$ cat src/rtl/sensor_display_mux.sv
// ============================================================================
// sensor_display_mux : byte-to-BCD conversion and 8-digit 7-segment scan driver
// Revision 1.0 - initial release
// ============================================================================
`default_nettype none

module sensor_display_mux #(
  parameter int REFRESH_DIV  = 50000,
  parameter int STALE_CYCLES = 250000000
) (
  input  logic       clk,
  input  logic       rst,
  input  logic [7:0] temp,
  input  logic [7:0] hum,
  input  logic       data_valid,
  output logic [6:0] seg,
  output logic [7:0] an,
  output logic       busy
);

  localparam int         RW      = $clog2(REFRESH_DIV);
  localparam int         SW      = $clog2(STALE_CYCLES + 1);
  localparam logic [6:0] C_BLANK = 7'b1111111;
  localparam logic [6:0] C_DASH  = 7'b0111111;

  typedef enum logic [1:0] {
    S_IDLE = 2'd0,
    S_CONV = 2'd1,
    S_LOAD = 2'd2
  } state_t;

  state_t          state_q, state_d;
  logic [19:0]     tsh_q, tsh_d, hsh_q, hsh_d;
  logic [2:0]      cnt_q, cnt_d;
  logic            pending_q, pending_d;
  logic [7:0]      pt_q, pt_d, ph_q, ph_d;
  logic [11:0]     tbcd_q, tbcd_d, hbcd_q, hbcd_d;
  logic            has_data_q, has_data_d;
  logic [SW-1:0]   stale_q, stale_d;
  logic [RW-1:0]   ref_q, ref_d;
  logic [2:0]      idx_q, idx_d;
  logic [6:0]      seg_q, seg_d;
  logic [7:0]      an_q, an_d;
  logic            start;
  logic [11:0]     bcd_sel;

  // Shift register layout: {hundreds, tens, units, binary byte}
  function automatic logic [19:0] dd_step(input logic [19:0] x);
    logic [19:0] y;
    y = x;
    if (y[11:8]  >= 4'd5) y[11:8]  = y[11:8]  + 4'd3;
    if (y[15:12] >= 4'd5) y[15:12] = y[15:12] + 4'd3;
    if (y[19:16] >= 4'd5) y[19:16] = y[19:16] + 4'd3;
    return {y[18:0], 1'b0};
  endfunction

  function automatic logic [6:0] enc(input logic [3:0] d);
    case (d)
      4'd0:    enc = 7'b1000000;
      4'd1:    enc = 7'b1111001;
      4'd2:    enc = 7'b0100100;
      4'd3:    enc = 7'b0110000;
      4'd4:    enc = 7'b0011001;
      4'd5:    enc = 7'b0010010;
      4'd6:    enc = 7'b0000010;
      4'd7:    enc = 7'b1111000;
      4'd8:    enc = 7'b0000000;
      4'd9:    enc = 7'b0010000;
      default: enc = C_BLANK;
    endcase
  endfunction

  always_comb begin
    state_d    = state_q;
    tsh_d      = tsh_q;
    hsh_d      = hsh_q;
    cnt_d      = cnt_q;
    pending_d  = pending_q;
    pt_d       = pt_q;
    ph_d       = ph_q;
    tbcd_d     = tbcd_q;
    hbcd_d     = hbcd_q;
    has_data_d = has_data_q;
    stale_d    = stale_q;
    start      = 1'b0;

    case (state_q)
      S_IDLE: begin
        if (data_valid || pending_q) begin
          // A fresh strobe supersedes whatever is parked in the pending buffer
          start     = 1'b1;
          tsh_d     = {12'd0, (data_valid ? temp : pt_q)};
          hsh_d     = {12'd0, (data_valid ? hum  : ph_q)};
          pending_d = 1'b0;
          cnt_d     = 3'd0;
          state_d   = S_CONV;
        end
      end
      S_CONV: begin
        tsh_d = dd_step(tsh_q);
        hsh_d = dd_step(hsh_q);
        cnt_d = cnt_q + 3'd1;
        if (cnt_q == 3'd7) state_d = S_LOAD;
      end
      S_LOAD: begin
        tbcd_d     = tsh_q[19:8];
        hbcd_d     = hsh_q[19:8];
        has_data_d = 1'b1;
        state_d    = S_IDLE;
      end
      default: state_d = S_IDLE;
    endcase

    if (data_valid && (state_q != S_IDLE)) begin
      pending_d = 1'b1;
      pt_d      = temp;
      ph_d      = hum;
    end

    if (state_q == S_LOAD) begin
      stale_d = '0;
    end else if (has_data_q && !start) begin
      if (stale_q == SW'(STALE_CYCLES - 1)) begin
        has_data_d = 1'b0;
        stale_d    = '0;
      end else begin
        stale_d = stale_q + SW'(1);
      end
    end
  end

  always_comb begin
    ref_d   = ref_q + RW'(1);
    idx_d   = idx_q;
    if (ref_q == RW'(REFRESH_DIV - 1)) begin
      ref_d = '0;
      idx_d = idx_q + 3'd1;
    end
    an_d    = ~(8'b1 << idx_q);
    bcd_sel = idx_q[2] ? tbcd_q : hbcd_q;
    // Position within a group: 0 units, 1 tens, 2 hundreds, 3 spacer
    case (idx_q[1:0])
      2'd0:    seg_d = enc(bcd_sel[3:0]);
      2'd1:    seg_d = ((bcd_sel[11:8] == 4'd0) && (bcd_sel[7:4] == 4'd0)) ? C_BLANK : enc(bcd_sel[7:4]);
      2'd2:    seg_d = (bcd_sel[11:8] == 4'd0) ? C_BLANK : enc(bcd_sel[11:8]);
      default: seg_d = C_BLANK;
    endcase
    if (!has_data_q) seg_d = (idx_q[1:0] == 2'd3) ? C_BLANK : C_DASH;
  end

  always_ff @(posedge clk) begin
    if (!rst) begin
      state_q    <= S_IDLE;
      tsh_q      <= '0;
      hsh_q      <= '0;
      cnt_q      <= '0;
      pending_q  <= 1'b0;
      pt_q       <= '0;
      ph_q       <= '0;
      tbcd_q     <= '0;
      hbcd_q     <= '0;
      has_data_q <= 1'b0;
      stale_q    <= '0;
      ref_q      <= '0;
      idx_q      <= '0;
      seg_q      <= C_BLANK;
      an_q       <= 8'hFF;
    end else begin
      state_q    <= state_d;
      tsh_q      <= tsh_d;
      hsh_q      <= hsh_d;
      cnt_q      <= cnt_d;
      pending_q  <= pending_d;
      pt_q       <= pt_d;
      ph_q       <= ph_d;
      tbcd_q     <= tbcd_d;
      hbcd_q     <= hbcd_d;
      has_data_q <= has_data_d;
      stale_q    <= stale_d;
      ref_q      <= ref_d;
      idx_q      <= idx_d;
      seg_q      <= seg_d;
      an_q       <= an_d;
    end
  end

  assign seg  = seg_q;
  assign an   = an_q;
  assign busy = (state_q != S_IDLE);

endmodule

`default_nettype wire

$ cat config.mk
export PLATFORM = sky130hd
export DESIGN_NAME = sensor_display_mux
export DESIGN_NICKNAME = d
export VERILOG_FILES = /design/src/rtl/sensor_display_mux.sv
export SDC_FILE = /design/constraint.sdc
export NUM_CORES = 1
export LEC_CHECK = 0
export CORE_MARGIN = 2
export CORE_UTILIZATION = 32
export CTS_CLUSTER_DIAMETER = 60
export CTS_CLUSTER_SIZE = 8
export DETAILED_ROUTE_END_ITERATION = 6
export PLACE_DENSITY_LB_ADDON = 0.1
export SYNTH_ARGS = -nofsm -noshare
export SYNTH_HDL_FRONTEND = slang
export SYNTH_SLANG_ARGS = --single-unit
$ cat constraint.sdc
create_clock -name clk -period 3.1 [get_ports clk]
set_input_delay 0.31 -clock clk [delete_from_list [all_inputs] [get_ports clk]]
set_output_delay 0.31 -clock clk [all_outputs]
set_load 0.005 [all_outputs]
# Word level (Yosys, flattened, before mapping)
# Memory sizes are Yosys's and may differ from the RTL's.
# Index checks and enable logic that the tools add are counted.
dict set report classes {
  n_shift 1
  div_mod_pow 0
  n_mul 0
  bitwise_logic 2
  muxes 33
  n_eq_ne 10
  addsub 10
  n_reduce_logical 18
  n_lt_le_gt_ge 6
}
# operator count
set op_table {}
lappend op_table {{$pmux 20 s2} 2}
lappend op_table {{$mux 20} 2}
lappend op_table {{$add 28x1->28 const B} 1}
lappend op_table {{$eq 28x28->1 const B} 1}
lappend op_table {{$mux 28} 1}
lappend op_table {{$mux 7} 4}
lappend op_table {{$ge 4x3->1 const B} 6}
lappend op_table {{$pmux 7 s3} 1}
lappend op_table {{$add 16x1->16 const B} 1}
lappend op_table {{$add 4x2->4 const B} 4}
lappend op_table {{$eq 16x16->1 const B} 1}
lappend op_table {{$mux 4} 4}
lappend op_table {{$mux 8} 2}
lappend op_table {{$mux 12} 1}
lappend op_table {{$mux 1} 9}
lappend op_table {{$mux 3} 3}
lappend op_table {{$logic_not 4->1} 2}
lappend op_table {{$not 8->8} 1}
lappend op_table {{$reduce_bool 2->1} 4}
lappend op_table {{$shl 1x3->8 const A} 1}
lappend op_table {{$add 3x1->3 const B} 2}
lappend op_table {{$add 3x2->3 const B} 2}
lappend op_table {{$eq 2x2->1 const B} 3}
lappend op_table {{$pmux 3 s2} 1}
lappend op_table {{12 further kinds} 21}
dict set report totals {
  latch_bits 0
  rom_bits 336
  reg_bits 149
  ramBits 0
  n_memories 3
  in_bits 19
}
# name words width read_ports rd_clocked_by_memory_dff wr line
set memory_table {}
lappend memory_table {{(name not given)} 16 7 1 0 0 58} ;# case (d)
lappend memory_table {{(name not given)} 16 7 1 0 0 58}
lappend memory_table {{(name not given)} 16 7 1 0 0 58}

# Longest topological paths before layout
# Gate-level depths: netlist of run 1.
dict set report logic_depth {
  word_depth 7
  depth_mapped 10
}

# Worst setup path after synthesis of run 1
# No wires, ideal clock.
dict set report synth_timing {
  path_type {register to register}
  startpoint {register idx_q[2]}
  endpoint {register seg_q[1] (netlist: seg[1])}
  synth_period_minus_slack_ns 2.632
  setup_time_ns 0.134
  t_arrival_ns 2.498
  setup_slack_ns 0.468
  stages_incl_launch_ff 11
  required_time_ns 2.966
  path_cell_list {dfxtp_1 -> buf_2 -> buf_2 -> clkbuf_1 -> mux2i_1 -> ha_1 -> buf_2 -> o211a_1 -> a21oi_1 -> o21a_1 -> or4b_1}
}
dict set report synth_between {
  elab_chain_cells 6
  elab_cells_between_ends 11
}
# element line
set synth_lines {}
lappend synth_lines {{start: declaration} 41} ;# logic [2:0] idx_q, idx_d;
lappend synth_lines {{start signal: assignment} 181} ;# idx_q <= idx_d;
lappend synth_lines {{$mux 12 (*)} 140} ;# bcd_sel = idx_q[2] ? tbcd_q : hbcd_q;
lappend synth_lines {{branches (longest 3 deep; another with $mem_v2 16x7)} n/a}
lappend synth_lines {{$pmux 7 s3 (*)} 142} ;# case (idx_q[1:0])
lappend synth_lines {{$mux 7 (*)} 148} ;# if (!has_data_q) seg_d = (idx_q[1:0] == 2'd3) ? C_BLANK : C_DASH;
lappend synth_lines {{end signal: assignment} 182} ;# seg_q <= seg_d;
lappend synth_lines {{end: declaration} 42} ;# logic [6:0] seg_q, seg_d;
# Mark *: on every way between the ends.
# A chain may end at the register's enable or synchronous reset.

# Worst setup path in the final report of run 1
# Same ends and word-level chain as after synthesis.

==> flow_metrics.env, run 1 <==
export IMPL_status="complete, no violations"
export IMPL_viasPerCell=4.93
export IMPL_r2r_start="idx_q[2]$_SDFFE_PN0P_"
export IMPL_finClkSkew_ns=0.0115
export IMPL_clkTransAtPathRegs_ns=0.06
export IMPL_cap_violations=0
export IMPL_min_path_type="in2reg"
export IMPL_synthDistinctLibCells=54
export IMPL_placed_cells=1127
export IMPL_setup_slack_ns=0.446
export IMPL_placed_cell_area_um2=7970
export IMPL_cts_setup_buffers=0
export IMPL_nNetsFinal=918
export IMPL_io_pins=35
export IMPL_vias=5713
export IMPL_wl_per_cell_um=13.5
export IMPL_finalWeightedCongestion=0.799
export IMPL_start_kind="flop"
export IMPL_dr_pass1_iters=6
export IMPL_hpwlAfterDp_mm=10.9
export IMPL_ys_ff_latch=149
export IMPL_fin_crit_sh=0.856
export IMPL_routed_wl_mm=15.7
export IMPL_slew_headroom=0.453
export IMPL_slew_violations=0
export IMPL_synthFlopType="dfxtp_1"
export IMPL_cts_root_buffer_cell="clkbuf_16"
export IMPL_syn_inst=842
export IMPL_seq_area_frac_synth=0.405
export IMPL_hold_depth=3
export IMPL_dp_worst_setup_slack_ns=0.485
export IMPL_power_density_nw_per_um2=493
export IMPL_holdBufCountCts=0
export IMPL_area_growth_pct=16.2
export IMPL_cts_max_level=4
export IMPL_grt_max_degree=65
export IMPL_tns_ns=0
export IMPL_drc=0
export IMPL_synthTopCellsByArea="dfxtp_1, ha_1, nand2_1"
export IMPL_min_delay_start="rst"
export IMPL_setup_violations=0
export IMPL_r2r_setup_slack_ns=0.45
export IMPL_antenna_found_initial=0
export IMPL_yosys_area_top_type_share=0.405
export IMPL_cp_data_required_time_ns=3.39
export IMPL_start_util=0.326
export IMPL_rsz0062_at_grt="no"
export IMPL_clockBufferDepth=2
export IMPL_criticalPathCategory="reg2reg"
export IMPL_synth_area_um2=7370
export IMPL_p_leak_nw=3.02
export IMPL_fp_dieH_um=156
export IMPL_layout_cells_non_filler=1159
export IMPL_endpoint_kind="flop"
export IMPL_yosysWarningCount=0
export IMPL_insertion_delay_ns=0.42
export IMPL_worstRegToRegCells=7
export IMPL_yosysTopAreaCell="dfxtp_1"
export IMPL_first_iter_violations=260
export IMPL_synth_most_common_cell="dfxtp_1"
export IMPL_cts_tree="built"
export IMPL_antenna_cells=0
export IMPL_avgSynthCellArea_um2=8.75
export IMPL_grt_usage=0.139
export IMPL_cts_resized=0
export IMPL_worstPathArrival_ns=2.94
export IMPL_fin_area_um2=8560
export IMPL_grt_pass1_vias=5856
export IMPL_vdd_drop_max_mv=0.315
export IMPL_die_x_um=156
export IMPL_fmax_ghz=0.377
export IMPL_antenna_left=0
export IMPL_hold_path_endpoint="seg[6]$_SDFF_PN1_"
export IMPL_io_buffers=34
export IMPL_rows=55
export IMPL_timing_rr_end="seg[1]$_SDFF_PN1_"
export IMPL_path_max_fanout=13
export IMPL_core_area_um2=22600
export IMPL_hold_viol_final=0
export IMPL_synth_async_reset_ratio=0
export IMPL_cts_sinks=149
export IMPL_gr_total_overflow=0
export IMPL_fillers=2289
export IMPL_numCtsBuffers=17
export IMPL_synth_fp_nets=899
export IMPL_synth_edff_count=0
export IMPL_synth_commonest_cells="dfxtp_1, nand2_1, nor2_1"
export IMPL_grt_first_pass_wirelength_mm=27.8
export IMPL_min_period_ns=2.65
export IMPL_drive_gt1_frac=0.0824
export IMPL_die_area_um2=24300
export IMPL_tightestPinTransition_ns=0.821
-- layout by cell type, fill, tap and decap left out, types with 4 or more instances in the layout --
cell type	n
dfxtp_1	149
nand2_1	125
nor2_1	65
a21boi_0	48
nor2b_1	39
ha_1	38
clkdlybuf4s50_1	33
xnor2_1	32
inv_1	27
nand3_1	26
a21oi_1	24
mux2_2	22
nor3_1	22
o21ai_0	21
xor2_1	21
mux2i_1	19
clkbuf_16	17
a22oi_1	12
a222oi_1	12
buf_4	12
nand2b_1	11
nand4_1	10
and2_1	10
and3_1	9
o31ai_1	6
nor4_1	5
nor3b_1	4
clkinv_4	4
-- per-layer routing --
layer,share of wire,global-route usage,vias to the layer above
li1,-,-,2932
met1,0.49,0.175,2696
met2,0.47,0.233,70
met3,0.026,0.0322,15
met4,0.013,0.0489,0
met5,0,0,-
-- kinds of logic after synthesis --
family                   Yosys count  synth area share
AO/OA/AOI/OAI                    146             0.143
adder cells (fa/ha/maj)           38            0.0645
flip-flops                       149             0.405
AND/OR/NAND/NOR                  342             0.225
buffers and inverters             73            0.0401
XOR/XNOR                          53            0.0630
multiplexers                      41            0.0594
-- state kept, by name (all words and copies together), names as in the netlist --
name,flops
stale_q,28
hsh_q,20
tsh_q,20
ref_q,16
hbcd_q,12
tbcd_q,12
an,8
ph_q,8
pt_q,8
seg,7
cnt_q,3
idx_q,3
state_q,2
has_data_q,1
pending_q,1
-- report_power, final --
part | leakage [nW] | internal (W) | switching [W] | total (W)
logic | 1.54 | 0.0000884 | 0.000113 | 0.000201
registers | 1.21 | 0.00194 | 0.0000174 | 0.00196
clock network | 0.281 | 0.00122 | 0.000843 | 0.00206
-- stage by stage --
| stage | hold slack [ns] | power (W) | util |
|---|---|---|---|
| global placement | 0.426 | 0.00220 | 0.352 |
| global route | 0.300 | 0.00440 | 0.378 |
| CTS | 0.293 | 0.00430 | 0.378 |
| finish | 0.315 | 0.00422 | 0.378 |
| floorplan | 0.418 | 0.00214 | - |
| detailed placement | 0.452 | 0.00221 | 0.352 |
-- worst max-delay path: stages, from the launching register on --
cell,delay [ns]
dfxtp_1,0.69
mux2_2,0.34
inv_1,0.09
ha_1,0.28
o211a_1,0.19
a21oi_1,0.32
o21a_1,0.17
or4b_1,0.43
-- cell type report --
type	instances	area, µm²	share of cell area
multi-input cells	620	4110	0.479
flip-flops and latches	149	2980	0.348
clock buffers	19	443	0.0517
repair buffers	46	425	0.0497
well taps	285	357	0.0416
clock inverters	13	149	0.0174
inverters	27	101	0.0118
-- worst max path at each step --
stage / startpoint / to / slack, ns / cells past startpoint
floorplan: idx_q[2]$_SDFFE_PN0P_ / seg[1]$_SDFF_PN1_ / 0.47 / 10
global placement: idx_q[2]$_SDFFE_PN0P_ / seg[1]$_SDFF_PN1_ / 0.59 / 7
detailed placement: idx_q[2]$_SDFFE_PN0P_ / seg[1]$_SDFF_PN1_ / 0.48 / 7
CTS: idx_q[2]$_SDFFE_PN0P_ / seg[1]$_SDFF_PN1_ / 0.47 / 7
global route: idx_q[2]$_SDFFE_PN0P_ / seg[1]$_SDFF_PN1_ / 0.29 / 7
finish: idx_q[2]$_SDFFE_PN0P_ / seg[1]$_SDFF_PN1_ / 0.45 / 7
Power figures use the tool's default switching activity.
==> run 2: changes to the inputs <==
- CORE_MARGIN: 2 -> not set
- clock period: 3.1 -> 3.2 ns (I/O delays scaled with it)
==> run 2 against run 1 <==
Against the previous run:
- cell count did not move
- setup slack better by 0.17 ns
- critical path type unchanged
- hold slack lost 0.011 ns
- total power increased by 0.86%
- largest cell class unchanged
- critical endpoint unchanged
- non-clock buffer count stayed put
- sequential share of layout area fell by 0.24 points
- clock-buffer cell count unchanged
- sequential power is 3% lower
==> flow_metrics.env, run 2 (synthesis gave the netlist of run 1 again) <==
export IMPL_hpwlAfterDp_mm=10.9
export IMPL_grt_first_pass_wirelength_mm=27.2
export IMPL_min_period_ns=2.58
export IMPL_path_max_fanout=11
export IMPL_rsz0062_at_grt="no"
export IMPL_final_common_cell="dfxtp_1"
export IMPL_finClkSkew_ns=0.0152
export IMPL_area_growth_pct=17.0
export IMPL_grt_util_met2=0.239
export IMPL_final_cell_mix="dfxtp_1, nand2_1, nor2_1, a21boi_0, nor2b_1"
export IMPL_die_area_um2=23600
export IMPL_routed_wl_mm=15.8
export IMPL_antenna_cells=0
export IMPL_placed_cell_area_um2=7980
export IMPL_holdBufCountCts=0
export IMPL_cts_resized=0
export IMPL_cts_setup_buffers=0
export IMPL_clkTransAtPathRegs_ns=0.06
export IMPL_max_flop_register="stale_q"
export IMPL_first_iter_violations=327
export IMPL_viasPerCell=4.94
export IMPL_fp_dieH_um=154
export IMPL_cap_violations=0
export IMPL_drc=0
export IMPL_fin_area_um2=8620
export IMPL_insertion_delay_ns=0.42
export IMPL_io_buffers=34
export IMPL_largest_registers="stale_q (28), hsh_q (20), tsh_q (20)"
export IMPL_vdd_drop_max_mv=0.305
export IMPL_grt_usage=0.142
export IMPL_fin_crit_sh=0.807
export IMPL_start_util=0.326
export IMPL_slew_headroom=0.465
export IMPL_rows=55
export IMPL_worstPathArrival_ns=2.87
export IMPL_p_leak_nw=3.05
export IMPL_grt_pass1_vias=5684
export IMPL_tightestPinTransition_ns=0.803
export IMPL_start_kind="flop"
export IMPL_clockBufferDepth=2
export IMPL_io_pins=35
export IMPL_endpoint_kind="flop"
export IMPL_fin_hold_ws_ns=0.304
export IMPL_finalWeightedCongestion=0.806
export IMPL_nNetsFinal=918
export IMPL_setup_violations=0
export IMPL_cts_max_level=4
export IMPL_wl_per_cell_um=13.6
export IMPL_antenna_left=0
export IMPL_dr_pass1_iters=5
export IMPL_multi_input_area_um2=4110
export IMPL_power_density_nw_per_um2=494
export IMPL_drive_gt1_frac=0.0824
export IMPL_use_met3=0.0330
export IMPL_cts_root_buffer_cell="clkbuf_16"
export IMPL_tns_ns=0
export IMPL_grt_busiest_layer="met2"
export IMPL_hold_viol_final=0
export IMPL_grt_max_degree=58
export IMPL_die_x_um=154
export IMPL_status="complete, no violations"
export IMPL_antenna_found_initial=0
export IMPL_register_area_um2=2980
export IMPL_numCtsBuffers=17
export IMPL_fillers=2295
export IMPL_cp_data_required_time_ns=3.49
export IMPL_fmax_ghz=0.387
export IMPL_core_area_um2=22600
export IMPL_largest_reg_flops=28
export IMPL_vias=5722
export IMPL_met1_usage=0.178
export IMPL_slew_violations=0
export IMPL_min_path_type="in2reg"
export IMPL_cts_sinks=149
export IMPL_gr_total_overflow=0
export IMPL_criticalPathCategory="reg2reg"
export IMPL_cts_tree="built"
run 2: cell count changes in the layout (fill, tap and decap cells not counted):
cell | before | now
bufinv_16 | 2 | 4
buf_4 | 12 | 11
buf_12 | 0 | 1
clkinv_4 | 4 | 3
clkinv_2 | 1 | 0
run 2: path summary, 6_finish.rpt:
path                                             from                   end  slack [ns]  cells past startpoint
worst max-delay path            idx_q[2]$_SDFFE_PN0P_     seg[1]$_SDFF_PN1_        0.62                      7
worst min-delay path                              rst     seg[6]$_SDFF_PN1_        0.30                      3
worst max register to register  idx_q[2]$_SDFFE_PN0P_     seg[1]$_SDFF_PN1_        0.62                      7
worst min register to register   ph_q[5]$_SDFFE_PN0P_  ph_q[5]$_SDFFE_PN0P_        0.46                      2
run 2: critical path: stages (launching register included):
cell     delay, ns
dfxtp_1       0.65
mux2_2        0.32
inv_1         0.09
ha_1          0.28
o211a_1       0.20
a21oi_1       0.31
o21a_1        0.17
or4b_1        0.43
run 2: metrics by stage:
step                 util  total power [W]  std cells  worst slack [ns]
finish              0.381          0.00426       1159             0.616
global route        0.381          0.00443       1159             0.412
CTS                 0.381          0.00433       1159             0.619
detailed placement  0.353          0.00214       1127             0.650
global placement    0.353          0.00214       1127             0.690
floorplan               -          0.00207        842             0.568
run 2: power by group:
part	total, W	internal (W)	switching, W
combinational	0.000199	0.0000882	0.000111
sequential	0.00190	0.00188	0.0000173
clock	0.00216	0.00134	0.000822
run 2: final cells by class:
class                           instances  share of cell area
Inverter                               27              0.0118
Clock buffer                           19              0.0514
Multi-Input combinational cell        620               0.476
Sequential cell                       149               0.346
Tap cell                              285              0.0414
Timing Repair Buffer                   46              0.0508
Clock inverter                         13              0.0226
run 2: routing by layer:
metal / vias up / wire (µm)
li1: 2932 / -
met1: 2679 / 7790
met2: 95 / 7260
met3: 16 / 496
met4: 0 / 230
met5: - / 0
==> run 3: changes to the inputs <==
- clock period: 3.2 -> 2.6 ns (I/O delays scaled with it)
==> run 3 against run 2 <==
Against the previous run:
- fmax increased by 15%
- combinational power up 25%
- cell area decreased by 0.15%
- non-clock buffer count is 8 higher
- critical path depth down 1
- via count fell by 0.51%
- setup slack lost 0.26 ns
- register-to-register slack worse by 0.26 ns
- sequential share of layout area rose by 0.050 points
- largest power group is now registers
==> flow_metrics.env, run 3 (synthesis gave the netlist of run 1 again) <==
export IMPL_cp_data_required_time_ns=2.90
export IMPL_tightestPinTransition_ns=0.628
export IMPL_combPwrFrac=0.050
export IMPL_setup_slack_ns=0.354
export IMPL_slew_violations=0
export IMPL_vias=5693
export IMPL_hold_viol_final=0
export IMPL_fp_dieH_um=154
export IMPL_drive_gt1_frac=0.0918
export IMPL_insertion_delay_ns=0.42
export IMPL_holdBufCountCts=0
export IMPL_hpwlAfterDp_mm=10.7
export IMPL_io_buffers=34
export IMPL_setup_violations=0
export IMPL_pwr_share_clk=0.474
export IMPL_fin_crit_sh=0.864
export IMPL_worstRegToRegCells=6
export IMPL_antenna_left=0
export IMPL_crit_family="simple AND/OR/NAND/NOR gates"
export IMPL_status="complete, no violations"
export IMPL_tns_ns=0
export IMPL_start_kind="flop"
export IMPL_swShare=0.248
export IMPL_power_density_nw_per_um2=571
export IMPL_p_sw_w=0.00122
export IMPL_dr_pass1_iters=5
export IMPL_fin_hold_ws_ns=0.148
export IMPL_r2r_setup_slack_ns=0.35
export IMPL_path_depth=6
export IMPL_routed_wl_mm=15.7
export IMPL_largest_registers="stale_q (28), hsh_q (20), tsh_q (20)"
export IMPL_fmax_ghz=0.445
export IMPL_drc=0
export IMPL_cp_cell_sequence="buf_12, mux2_2, nor3_1, nand2b_1, a21oi_1, or4b_1"
export IMPL_die_x_um=154
export IMPL_max_stage_delay_ns=0.51
export IMPL_finalWeightedCongestion=0.808
export IMPL_slowest_stage="or4b_1"
export IMPL_worstPathArrival_ns=2.54
export IMPL_rsz0062_at_grt="no"
export IMPL_clkTransAtPathRegs_ns=0.06
export IMPL_p_total_w=0.00492
export IMPL_timing_critical_path_buf_inv=1
export IMPL_clockBufferDepth=2
export IMPL_internal_power_w=0.00370
export IMPL_wl_per_cell_um=13.5
export IMPL_grt_usage=0.139
export IMPL_vdd_drop_max_mv=0.392
export IMPL_final_cell_mix="dfxtp_1, nand2_1, nor2_1, a21boi_0, nor2b_1"
export IMPL_first_iter_violations=311
export IMPL_seqPwrFrac=0.475
export IMPL_area_growth_pct=16.8
export IMPL_path_max_fanout=24
export IMPL_criticalPathCategory="reg2reg"
export IMPL_cts_setup_buffers=0
export IMPL_grt_first_pass_wirelength_mm=26.9
export IMPL_antenna_found_initial=0
export IMPL_antenna_cells=0
export IMPL_nNetsFinal=926
export IMPL_dp_worst_setup_slack_ns=0.230
export IMPL_cts_sinks=149
export IMPL_min_path_type="in2reg"
export IMPL_rows=55
export IMPL_final_util=0.380
export IMPL_viasPerCell=4.88
export IMPL_start_util=0.326
export IMPL_core_area_um2=22600
export IMPL_largest_reg_flops=28
export IMPL_final_common_cell="dfxtp_1"
export IMPL_min_period_ns=2.25
export IMPL_finClkSkew_ns=0.00858
export IMPL_p_leak_nw=3.05
export IMPL_slew_headroom=0.581
export IMPL_io_pins=35
export IMPL_numCtsBuffers=17
export IMPL_cts_max_level=4
export IMPL_cts_tree="built"
export IMPL_gr_total_overflow=0
export IMPL_max_flop_register="stale_q"
export IMPL_cts_root_buffer_cell="clkbuf_16"
export IMPL_endpoint_kind="flop"
export IMPL_cap_violations=0
export IMPL_cts_resized=0
export IMPL_die_area_um2=23600
export IMPL_hold_depth=2
export IMPL_grt_pass1_vias=5519
export IMPL_grt_max_degree=55
==> run 3: cell count changes in the layout (fill, tap and decap cells not counted) <==
cell       previous run  this run
buf_12                1         2
buf_4                11        18
inv_6                 3         7
bufinv_16             4         0
clkinv_4              3         1
clkinv_2              0         2
inv_8                 0         1
clkbuf_1              1         0
==> run 3: area by class of cell <==
class,count,area (µm²)
tap,285,357
fill,2292,14000
inverter,27,101
sequential,149,2980
multi-input combinational,620,4110
timing repair buffer,54,510
clock inverter,14,114
clock buffer,18,439
==> run 3: per-layer routing <==
layer,global-route usage,up-vias,wire length [µm]
met1,0.183,2643,7900
met5,0,-,0
met3,0.0304,20,460
li1,-,2948,-
met2,0.225,82,7120
met4,0.0490,0,249
==> run 3: path summary, 6_finish.rpt <==
kind / start / endpoint
setup / recovery: idx_q[2]$_SDFFE_PN0P_ / seg[1]$_SDFF_PN1_
hold reg to reg: ref_q[0]$_SDFF_PP0_ / ref_q[0]$_SDFF_PP0_
setup reg to reg: idx_q[2]$_SDFFE_PN0P_ / seg[1]$_SDFF_PN1_
hold / removal: rst / an[7]$_SDFF_PN1_
==> run 3: power by group through the flow <==
stage | Clock, W | Sequential [W] | Combinational, W
global route | 0.00250 | 0.00234 | 0.000273
detailed placement | 0 | 0.00239 | 0.000252
floorplan | 0 | 0.00238 | 0.000166
CTS | 0.00241 | 0.00234 | 0.000253
finish | 0.00233 | 0.00234 | 0.000248
global placement | 0 | 0.00239 | 0.000247
==> run 3: stage by stage <==
step,cells,instance area (µm²)
6_report,1167,8610
2_1_floorplan,842,7370
3_5_place_dp,1135,8060
3_3_place_gp,1135,8060
4_1_cts,1167,8610
5_1_grt,1167,8610
